`src/rtl/spike_mac_accum_if.sv`:
```
// rtl/spike_mac_accum_if.sv - handshake and data bundle for spike_mac_accum (fire_spikes present under SPIKE_MAC_FIRE_EN)
interface spike_mac_accum_if #(
  parameter int INPUT_VEC_LEN  = 8,
  parameter int OUTPUT_VEC_LEN = 8,
  parameter int WIDTH          = 8,
  parameter int OUT_WIDTH      = 11
);
  logic                                      clear;
  logic                                      in_valid;
  logic                                      in_ready;
  logic [INPUT_VEC_LEN-1:0]                  in_spikes;
  logic                                      in_last;
  logic [INPUT_VEC_LEN*OUTPUT_VEC_LEN*WIDTH-1:0] weights;
  logic                                      out_valid;
  logic                                      out_ready;
  logic [OUTPUT_VEC_LEN*OUT_WIDTH-1:0]       out_sum;
  logic                                      out_sat;
`ifdef SPIKE_MAC_FIRE_EN
  logic [OUTPUT_VEC_LEN-1:0]                 fire_spikes;

  modport master (
    output clear, in_valid, in_spikes, in_last, weights, out_ready,
    input  in_ready, out_valid, out_sum, out_sat, fire_spikes
  );
  modport slave (
    input  clear, in_valid, in_spikes, in_last, weights, out_ready,
    output in_ready, out_valid, out_sum, out_sat, fire_spikes
  );
`else
  modport master (
    output clear, in_valid, in_spikes, in_last, weights, out_ready,
    input  in_ready, out_valid, out_sum, out_sat
  );
  modport slave (
    input  clear, in_valid, in_spikes, in_last, weights, out_ready,
    output in_ready, out_valid, out_sum, out_sat
  );
`endif
endinterface

```
`src/rtl/spike_mac_accum.sv`:
```
// rtl/spike_mac_accum.sv - row-serial saturating spike x weight accumulator over a frame (optional SPIKE_MAC_FIRE_EN)
module spike_mac_accum #(
  parameter int INPUT_VEC_LEN  = 8,
  parameter int OUTPUT_VEC_LEN = 8,
  parameter int WIDTH          = 8,
  parameter int OUT_WIDTH      = 11,
  parameter int THRESHOLD      = 16
) (
  input  logic               clk,
  input  logic               rst_n,
  spike_mac_accum_if.slave   bus
);

  localparam int ROW_W = (INPUT_VEC_LEN > 1) ? $clog2(INPUT_VEC_LEN) : 1;
  localparam logic [ROW_W-1:0] LAST_ROW = ROW_W'(INPUT_VEC_LEN - 1);
  localparam logic [OUT_WIDTH-1:0] SAT_MAX = {OUT_WIDTH{1'b1}};

  // Reject parameter sets the row-serial datapath cannot handle.
  if (INPUT_VEC_LEN < 2 || OUT_WIDTH < WIDTH || THRESHOLD < 0) begin : g_param_check
    $error("spike_mac_accum: illegal parameter set");
  end

  typedef enum logic [1:0] {IDLE, SCAN, DONE} state_t;

  state_t                   state;
  logic [INPUT_VEC_LEN-1:0] spikes_q;
  logic                     last_q;
  logic [ROW_W-1:0]         row;
  logic                     in_ready_q;
  logic                     out_valid_q;
  logic                     out_sat_q;
  logic [OUT_WIDTH-1:0]     acc      [OUTPUT_VEC_LEN];
  logic [OUT_WIDTH-1:0]     acc_next [OUTPUT_VEC_LEN];
  logic [OUT_WIDTH:0]       wsum     [OUTPUT_VEC_LEN];
  logic                     sat_any;

  // One adder per column: add the current row's weight when that row spiked, clipping at full scale.
  always_comb begin
    sat_any = 1'b0;
    for (int j = 0; j < OUTPUT_VEC_LEN; j++) begin
      wsum[j]     = {1'b0, acc[j]}
                  + {{(OUT_WIDTH + 1 - WIDTH){1'b0}},
                     bus.weights[(int'(row) * OUTPUT_VEC_LEN + j) * WIDTH +: WIDTH]};
      acc_next[j] = acc[j];
      if (spikes_q[row]) begin
        if (wsum[j][OUT_WIDTH]) begin
          acc_next[j] = SAT_MAX;
          sat_any     = 1'b1;
        end else begin
          acc_next[j] = wsum[j][OUT_WIDTH-1:0];
        end
      end
    end
  end

  // Frame FSM: accept a vector, scan its rows, then hold the result until downstream takes it.
  always_ff @(posedge clk or negedge rst_n) begin
    if (!rst_n) begin
      state       <= IDLE;
      spikes_q    <= '0;
      last_q      <= 1'b0;
      row         <= '0;
      in_ready_q  <= 1'b1;
      out_valid_q <= 1'b0;
      out_sat_q   <= 1'b0;
      acc         <= '{default: '0};
    end else if (bus.clear) begin
      state       <= IDLE;
      spikes_q    <= '0;
      last_q      <= 1'b0;
      row         <= '0;
      in_ready_q  <= 1'b1;
      out_valid_q <= 1'b0;
      out_sat_q   <= 1'b0;
      acc         <= '{default: '0};
    end else begin
      case (state)
        IDLE: begin
          if (bus.in_valid && in_ready_q) begin
            spikes_q   <= bus.in_spikes;
            last_q     <= bus.in_last;
            row        <= '0;
            in_ready_q <= 1'b0;
            state      <= SCAN;
          end
        end
        SCAN: begin
          acc       <= acc_next;
          out_sat_q <= out_sat_q | sat_any;
          if (row == LAST_ROW) begin
            row <= '0;
            if (last_q) begin
              out_valid_q <= 1'b1;
              state       <= DONE;
            end else begin
              in_ready_q <= 1'b1;
              state      <= IDLE;
            end
          end else begin
            row <= row + ROW_W'(1);
          end
        end
        DONE: begin
          if (bus.out_ready) begin
            acc         <= '{default: '0};
            out_sat_q   <= 1'b0;
            out_valid_q <= 1'b0;
            in_ready_q  <= 1'b1;
            state       <= IDLE;
          end
        end
        default: begin
          state      <= IDLE;
          in_ready_q <= 1'b1;
        end
      endcase
    end
  end

  assign bus.in_ready  = in_ready_q;
  assign bus.out_valid = out_valid_q;
  assign bus.out_sat   = out_sat_q;

  for (genvar j = 0; j < OUTPUT_VEC_LEN; j++) begin : g_out
    assign bus.out_sum[j*OUT_WIDTH +: OUT_WIDTH] = acc[j];
`ifdef SPIKE_MAC_FIRE_EN
    assign bus.fire_spikes[j] = out_valid_q && (int'(acc[j]) >= THRESHOLD);
`endif
  end

endmodule

```
`src/flat_wrapper.sv`:
```
// flat-port wrapper written by rule: the top's interface ports become plain ports
module spike_mac_accum_flat 
#(
  parameter int INPUT_VEC_LEN  = 8,
  parameter int OUTPUT_VEC_LEN = 8,
  parameter int WIDTH          = 8,
  parameter int OUT_WIDTH      = 11,
  parameter int THRESHOLD      = 16
)
  (clk, rst_n, bus_clear, bus_in_valid, bus_in_spikes, bus_in_last, bus_weights, bus_out_ready, bus_in_ready, bus_out_valid, bus_out_sum, bus_out_sat);
  spike_mac_accum_if #(.INPUT_VEC_LEN(INPUT_VEC_LEN), .OUTPUT_VEC_LEN(OUTPUT_VEC_LEN), .WIDTH(WIDTH), .OUT_WIDTH(OUT_WIDTH)) bus_i ();
  input  logic clk;
  input  logic rst_n;
  input wire logic [$bits(bus_i.clear)-1:0] bus_clear;
  input wire logic [$bits(bus_i.in_valid)-1:0] bus_in_valid;
  input wire logic [$bits(bus_i.in_spikes)-1:0] bus_in_spikes;
  input wire logic [$bits(bus_i.in_last)-1:0] bus_in_last;
  input wire logic [$bits(bus_i.weights)-1:0] bus_weights;
  input wire logic [$bits(bus_i.out_ready)-1:0] bus_out_ready;
  output wire logic [$bits(bus_i.in_ready)-1:0] bus_in_ready;
  output wire logic [$bits(bus_i.out_valid)-1:0] bus_out_valid;
  output wire logic [$bits(bus_i.out_sum)-1:0] bus_out_sum;
  output wire logic [$bits(bus_i.out_sat)-1:0] bus_out_sat;
  assign bus_i.clear = bus_clear;
  assign bus_i.in_valid = bus_in_valid;
  assign bus_i.in_spikes = bus_in_spikes;
  assign bus_i.in_last = bus_in_last;
  assign bus_i.weights = bus_weights;
  assign bus_i.out_ready = bus_out_ready;
  assign bus_in_ready = bus_i.in_ready;
  assign bus_out_valid = bus_i.out_valid;
  assign bus_out_sum = bus_i.out_sum;
  assign bus_out_sat = bus_i.out_sat;
  spike_mac_accum #(.INPUT_VEC_LEN(INPUT_VEC_LEN), .OUTPUT_VEC_LEN(OUTPUT_VEC_LEN), .WIDTH(WIDTH), .OUT_WIDTH(OUT_WIDTH), .THRESHOLD(THRESHOLD)) u_core (.clk(clk), .rst_n(rst_n), .bus(bus_i));
endmodule
```
`config.mk`:
```
export PLATFORM = sky130hd
export DESIGN_NAME = spike_mac_accum_flat
export DESIGN_NICKNAME = d
export VERILOG_FILES = /design/src/rtl/spike_mac_accum_if.sv /design/src/rtl/spike_mac_accum.sv /design/src/flat_wrapper.sv
export SDC_FILE = /design/constraint.sdc
export NUM_CORES = 1
export LEC_CHECK = 0
export ABC_AREA = 1
export BUFFER_PORTS_ARGS = -buffer_cell sky130_fd_sc_hd__buf_2
export CAP_MARGIN = 25
export CELL_PAD_IN_SITES_DETAIL_PLACEMENT = 0
export CELL_PAD_IN_SITES_GLOBAL_PLACEMENT = 1
export CORE_AREA = 2 2 237 239
export DETAILED_ROUTE_END_ITERATION = 6
export DIE_AREA = 0 0 239 241
export PLACE_DENSITY = 0.75
export SYNTH_ARGS = -nofsm -noshare
export SYNTH_HDL_FRONTEND = slang
export SYNTH_SLANG_ARGS = --single-unit
```
`constraint.sdc`:
```
create_clock -name clk -period 3.14 [get_ports clk]
set_input_delay 0.314 -clock clk [delete_from_list [all_inputs] [get_ports clk]]
set_output_delay 0.314 -clock clk [all_outputs]
set_load 0.005 [all_outputs]
```
==> impl_results.md, run 1 <==
* Worst Tran Pin Value at 0.639 ns
* Grt total ovfl at 0
* Core Area at ~55000 um2
* WP data required at 3.42 ns
* VDD IR max at ~0.27 mV
* Clk buf depth at 2
* Antenna Nets Post-Route at 0
* Yosys warns at 0
* Syn Area/Cell at slightly below 6 um2
* Pre-antenna DRT Iters at 7
* Setup TNS at -0.294 ns
* IO Port Bufs at 616
* Final WL at 63500 um
* Crit path arrival time at 3.47 ns
* Biggest area consumer among synthesized cells: dfrtp_1
* WL/cell at about 18 um
* Max-slew violations at 0
* Synth-to-layout area growth at 64.7%
* Register area share after synthesis at a little over a fifth
* Synth Instances at roughly 2000
* Rows at 86
* Startpoint types: flop
* CP max FO at 8
* Largest net degree at the start of global routing at 62
* Failing checks: negative setup slack
* CTS tree: yes
* Pleak at a little over 0.01 uW
* Clk_skew at ~0.018 ns
* Die ar. at 57600 um2
* Power density cells at 619 nW/um2
* Total GRT Usage at 19.5%
* HPWL after detailed placement at roughly 46000 um
* Final worst path period share at 102%
* Design area at between 15000 and 20000 um2
* Vias per cell at 4.76
* Die H at around 240 um
* Fmax at around 310 MHz
* Via count at between 15000 and 20000
* MaxCap Viol Count at 0
* Ys flop type: dfrtp_1
* Post-synth EDFFs at 0
* Share of layout cells above drive strength 1 at around 43%
* Clock sink count at 105
* Yosys cell types at 40
* Hold WC Path Type: in2reg
* Worst hold slack at about 0.10 ns
* RSZ-0062 raised after global routing: true
* Final Hold Vio Count at 0
* Io pins at roughly 620
* CTS Buf Count at 9
* Clk_lat worst skew at 0.41 ns
* Place WS at -0.130 ns
* Placed standard-cell area at between 15000 and 20000 um2
* Post-Syn Area at approximately 12000 um2
* Initial antenna violation count at 4
* Minimum clock period at ~3.2 ns
* DRT iter0 DRCs at around 960
* Post-route setup slack at -0.0516 ns
* Die width at 239 um
* Synth top area share at a little over a fifth
* CP endpoint kind: flop
* Clock slew at reported path FFs at 0.09 ns
* Setup violators final at 8
* Outcome: finished with violations
* Share of synthesized flip-flops with an asynchronous set or reset at 100%
* First-pass GRT wire length at between 80000 and 90000 um
* Htree depth at 3
* Synth area leaders: dfrtp_1 (22%), nor2_1 (17%), o21ai_0 (14%)
* Yosys reg bits at approximately 110
* Slew margin rel. at approximately 57%
* Crit Path Class: reg2reg
* Drc violations at 0
* Total power at 12200 uW
* Root Buffer: clkbuf_16
* Initial Util at about 22%
* Vias in the first global route at roughly 16000
* Fin nets at around 3400
* Placer Congestion at 0.925
* Syn nets at approximately 2600
==> power by group <==
part / internal (uW) / switching, uW
Sequential: 1650 / 287
Combinational: 4260 / 4790
Clock: 564 / 683
==> cell usage in the layout (no fill, tap or decap), types with 9 or more instances in the layout <==
| cell | instances |
|---|---|
| xor2_1 | 16 |
| buf_4 | 201 |
| a21oi_1 | 35 |
| inv_1 | 98 |
| xnor2_1 | 11 |
| nand4_1 | 11 |
| nor2_2 | 51 |
| a21oi_2 | 29 |
| a31oi_1 | 57 |
| o21ai_2 | 32 |
| inv_2 | 24 |
| nand2_1 | 298 |
| ha_1 | 56 |
| o21ai_1 | 110 |
| nand3_1 | 36 |
| o22ai_1 | 66 |
| nand2_2 | 33 |
| nor2_4 | 11 |
| o21ai_0 | 231 |
| buf_12 | 24 |
| buf_6 | 41 |
| ha_2 | 9 |
| buf_8 | 12 |
| dfrtp_1 | 102 |
| buf_2 | 615 |
| nor2_1 | 468 |
| or2_2 | 16 |
| clkbuf_16 | 22 |
==> final timing paths <==
check	startpoint	endpoint	slack (ns)	cells past startpoint
min in group asynchronous	rst_n	u_core.bus.out_sum[8]	0.29	2
max in group asynchronous	rst_n	u_core.bus.out_sum[47]	2.07	3
min reg2reg	u_core.bus.in_ready	u_core.bus.in_ready	0.52	2
max	u_core.row[0]	u_core.bus.out_sum[2]	-0.05	18
min	bus_in_spikes[2]	u_core.spikes_q[2]	0.10	3
max reg2reg	u_core.row[0]	u_core.bus.out_sum[2]	-0.05	18
==> logic make-up after synthesis <==
kind of cell	share of synthesized area [%]
buffers and inverters	8.82
flip-flops	21.9
AO/OA/AOI/OAI	27.7
XOR/XNOR	1.97
adder cells (fa/ha/maj)	8.21
AND/OR/NAND/NOR	31.4
==> Yosys cell counts (10+ instances only) <==
cell type	number
or2_2	17
buf_2	40
o21bai_1	10
nand3_1	45
inv_1	128
xnor2_1	11
nand4_1	11
a21oi_1	65
o22ai_1	72
clkbuf_1	56
ha_1	66
nor2_1	529
nand2_1	333
o21ai_0	325
dfrtp_1	104
a31oi_1	62
xor2_1	16
o21ai_1	49
==> metal layers <==
metal | share of wire (%) | GRT usage [%] | vias up
li1 | - | - | 8357
met1 | 42 | 23.6 | 7781
met2 | 47 | 33.8 | 602
met3 | 6.6 | 3.73 | 98
met4 | 3.7 | 8.60 | 4
met5 | 0.049 | 0 | -
==> worst max-delay path, stage by stage (launching register included) <==
cell and delay, ns:
dfrtp_4 0.54, buf_12 0.16, clkbuf_16 0.16, buf_12 0.13, buf_8 0.13, o21ai_4 0.14
o22ai_2 0.11, nor2_1 0.16, a31oi_2 0.07, ha_1 0.38, a21oi_2 0.20, nand2_1 0.07
nand2_1 0.05, nand2_1 0.06, nor2_2 0.14, buf_6 0.12, clkinvlp_4 0.18, a21oi_2 0.17
o21ai_1 0.07
==> repair_timing <==
item	4_1_cts	5_1_grt
cloned	5	15
hold buffers	1	0
buffers inserted	2	55
pin swaps	8	156
endpoints found under the setup margin	39	85
resized for setup	37	403
hold endpoints to repair	10	0
==> layout make-up <==
cell class                      count  area, um2
Antenna cell                        4       10.0
Clock buffer                        9        225
Clock inverter                      7       70.1
Fill cell                        6039      35100
Inverter                          134        557
Multi-Input combinational cell   1657       9130
Sequential cell                   105       2640
Tap cell                          704        881
Timing Repair Buffer              914       6240
Timing Repair inverter              1       16.3
==> metrics by stage <==
stage,instances,util (%)
2_1_floorplan,2012,-
3_3_place_gp,3440,31.6
3_5_place_dp,3440,31.6
4_1_cts,3464,32.7
5_1_grt,3532,36.0
6_report,3535,36.0
==> flip-flops by register name, indices dropped and copies added, names as in the netlist <==
name / cells
u_core.state: 2
u_core.last_q: 1
u_core.bus.out_sat: 1
u_core.bus.in_ready: 1
u_core.bus.out_valid: 1
u_core.row: 3
u_core.spikes_q: 8
u_core.bus.out_sum: 88
Note: power is estimated with default switching activity, not from simulation.
==> inputs of run 2 (changes only) <==
--- a/config.mk
+++ b/config.mk
@@ -5,15 +5,14 @@
 export SDC_FILE = /design/constraint.sdc
 export NUM_CORES = 1
 export LEC_CHECK = 0
-export ABC_AREA = 1
 export BUFFER_PORTS_ARGS = -buffer_cell sky130_fd_sc_hd__buf_2
 export CAP_MARGIN = 25
 export CELL_PAD_IN_SITES_DETAIL_PLACEMENT = 0
 export CELL_PAD_IN_SITES_GLOBAL_PLACEMENT = 1
-export CORE_AREA = 2 2 237 239
+export CORE_AREA = 2 2 241 243
 export DETAILED_ROUTE_END_ITERATION = 6
-export DIE_AREA = 0 0 239 241
-export PLACE_DENSITY = 0.75
+export DIE_AREA = 0 0 243 245
+export PLACE_DENSITY = 0.65
 export SYNTH_ARGS = -nofsm -noshare
 export SYNTH_HDL_FRONTEND = slang
 export SYNTH_SLANG_ARGS = --single-unit
==> impl_results.md, run 2 <==
* Die ar. at 59500 um2 (+3.4%)
* Clock share of power at 26.3% (+16 points)
* Initial antenna violation count at 3 (-1)
* Most frequent cells in the layout: buf_2 (615), buf_4 (169), mux4_2 (130)
* Post-synth EDFFs at 0 (unchanged)
* WHS Path Cells at 3 (unchanged)
* Post-Syn Area at 11200 um2 (-6.8%)
* CP endpoint kind: flop
* Startpoint types: flop
* Most common cell in the synthesized netlist: mux4_2
* Placer Congestion at 0.872 (-5.6%)
* P_sw at 1760 uW (-69%)
* Pleak at 0.00858 uW (-16%)
* Yosys reg bits at 105 (unchanged)
* DRT iter0 DRCs at 529 (-45%)
* Vias in the first global route at 12800 (-18%)
* Drc violations at 0 (unchanged)
* MaxCap Viol Count at 0 (unchanged)
* Clk_lat worst skew at 0.39 ns (-0.02 ns)
* WL/cell at 19.0 um (+5.8%)
* Die width at 243 um (+1.7%)
* Share of synthesized flip-flops with an asynchronous set or reset at 100% (unchanged)
* Ys flop type: dfrtp_1
* Grt total ovfl at 0 (unchanged)
* Hold WC Path Type: in2reg
* Syn nets at 1685 (-35%)
* Final Hold Vio Count at 0 (unchanged)
* Io pins at 617 (unchanged)
* CP max-delay cell: dfrtp_4
* Post-route setup slack at -0.275 ns (-0.223 ns)
* Slew margin rel. at 36.5% (-21 points)
* HPWL after detailed placement at 39900 um (-14%)
* Clock sink count at 105 (unchanged)
* Crit Path Class: reg2reg
* Rows at 88 (+2.3%)
* Crit path arrival time at 3.70 ns (+0.23 ns)
* First-pass GRT wire length at 73700 um (-14%)
* Failing checks: negative setup slack
* Int Power at 3620 uW (-44%)
* CTS tree: yes
* Initial Util at 19.6% (-2.3 points)
* Syn Area/Cell at 10.3 um2 (+73%)
* Vias per cell at 4.63 (-2.8%)
* Biggest area consumer among synthesized cells: mux4_2
* Die H at 245 um (+1.7%)
* Most common cell after layout, fill and taps aside: buf_2
* Sw Share at 32.7% (-14 points)
* Place WS at -0.412 ns (-0.282 ns)
* Antenna Nets Post-Route at 0 (unchanged)
* VDD IR max at 0.268 mV (-1.7%)
* Yosys warns at 0 (unchanged)
* Share of layout cells above drive strength 1 at 64.0% (+21 points)
* Register area share after synthesis at 23.5% (+1.6 points)
* Core Util, Final at 32.2% (-3.8 points)
* Synth Instances at 1085 (-46%)
* Outcome: finished with violations
* Synth cell count leaders: mux4_2 (130), nand2_1 (127), dfrtp_1 (104)
* Clock slew at reported path FFs at 0.09 ns (about the same)
* Via count at 12200 (-27%)
* Synth area leaders: mux4_2 (26%), dfrtp_1 (23%), ha_1 (7.4%)
* Total power at 5380 uW (-56%)
* Largest net degree at the start of global routing at 59 (-4.8%)
* RSZ-0062 raised after global routing: true
* Minimum clock period at 3.41 ns (+0.223 ns)
* Worst Tran Pin Value at 0.946 ns (+0.306 ns)
* Total GRT Usage at 16.0% (-3.6 points)
* Reg2reg path depth at 12 (-6)
* Final WL at 50200 um (-21%)
* Slowest stage delay, CP at 0.48 ns (-0.06 ns)
* Flip-flop count of the largest register after layout at 88 (unchanged)
* WP data required at 3.43 ns (about the same)
* Synth top area share at 26.2% (+4.5 points)
* Core Area at 57000 um2 (+3.9%)
* CP max FO at 5 (-3)
* Final worst path period share at 109% (+7.1 points)
* Synth-to-layout area growth at 64.1%
* Fin nets at 2469 (-28%)
* Comb pwr share at 46.1% (-28 points)
* Root Buffer: clkbuf_16
* Htree depth at 3 (unchanged)
* Pre-antenna DRT Iters at 5 (-2)
* Critical path cell sequence: clkbuf_16 > buf_8 > mux4_2 > mux2_4 > ha_4 > buf_6 > nor2b_2 > o31a_1 > o311a_1 > o22ai_2 > o22ai_1 > a22o_1
* Power density cells at 293 nW/um2 (-53%)
* Setup violators final at 40 (+32)
* Yosys cell types at 67 (+68%)
* CTS Buf Count at 9 (unchanged)
* Worst hold slack at 0.144 ns (+0.0406 ns)
* Clk_skew at 0.0127 ns (-0.00512 ns)
* Sequential Power Share at 27.6% (+12 points)
* Max-slew violations at 0 (unchanged)
* Setup TNS at -3.61 ns (-3.31 ns)
* Clk buf depth at 2 (unchanged)
* IO Port Bufs at 616 (unchanged)
* Fmax at 293 MHz (-6.5%)
[run 2: changes by cell type after synthesis, sizes merged, moves of 16 or more]
cell / previous run / this run
mux2: 0 / 57
nand3: 45 / 12
buf: 60 / 32
nand2: 334 / 128
xnor2: 11 / 27
nor2: 531 / 48
inv: 133 / 42
a21o: 4 / 22
o21a: 2 / 19
mux4: 0 / 130
clkbuf: 56 / 30
o21ai: 376 / 101
a31oi: 62 / 11
o22ai: 72 / 14
[run 2: cell families after synthesis]
family                     Yosys count  synth area share [%]
AOI/OAI and AO/OA                  326                  18.5
and+or+nand+nor                    251                  9.95
muxes                              195                  32.6
DFF                                105                  23.5
buffers and inverters              104                  4.22
adders and majority gates           74                  8.81
xor gates and xnor gates            30                  2.35
[run 2: final cells by class]
type / instances / area [um2]
clock buffer: 9 / 225
clock inverter: 7 / 124
antenna: 1 / 2.50
sequential: 105 / 2640
fill: 5990 / 38700
timing repair buffer: 835 / 5180
inverter: 42 / 163
multi-input combinational: 876 / 9080
tap: 765 / 957
[run 2: path summary, 6_finish.rpt]
path / startpoint / endpoint / slack [ns]
max: u_core.row[0] / u_core.bus.out_sum[63] / -0.27
min: bus_in_last / u_core.last_q / 0.14
max reg2reg: u_core.row[0] / u_core.bus.out_sum[63] / -0.27
min reg2reg: u_core.bus.out_sum[49] / u_core.bus.out_sum[49] / 0.51
max in group asynchronous: rst_n / u_core.bus.out_sum[1] / 2.01
min in group asynchronous: rst_n / u_core.bus.out_sum[59] / 0.30
[run 2: power groups by stage]
stage	Sequential [uW]	Combinational [uW]	Clock, uW
2_1_floorplan	1480	1220	0
3_5_place_dp	1500	2130	0
6_report	1480	2480	1420
4_1_cts	1480	2250	1490
3_3_place_gp	1500	2110	0
5_1_grt	1490	2710	1540
[run 2: repair_timing]
item	CTS	global route
pin swaps	5	54
endpoints found under the hold margin	8	0
resized for setup	86	197
hold buffers	1	0
endpoints found under the setup margin	85	88
cloned	0	2
setup buffers	14	27
[run 2: critical path, delay by kind of cell (launching register included)]
family          cells  cell delay (ns)
compound gates      5             1.25
fa+ha+maj           1             0.23
buf+inv             3             0.43
flops               1             0.48
mux                 2             0.78
simple gates        1             0.14
[run 2: metal layers]
layer	share of wire (%)	track usage (%)	vias up	wire (um)
met5	0.054	0	-	27
met2	52	28.5	367	26000
li1	-	-	5773	-
met4	0.86	2.51	4	429
met1	42	20.0	6059	21200
met3	5.0	3.56	26	2490
[run 2: metrics by stage]
step | cells | instance area [um2]
final | 2640 | 18400
after global routing | 2640 | 18400
after CTS | 2611 | 17300
after detailed placement | 2580 | 16500
after global placement | 2580 | 16500
after floorplan | 1085 | 11400
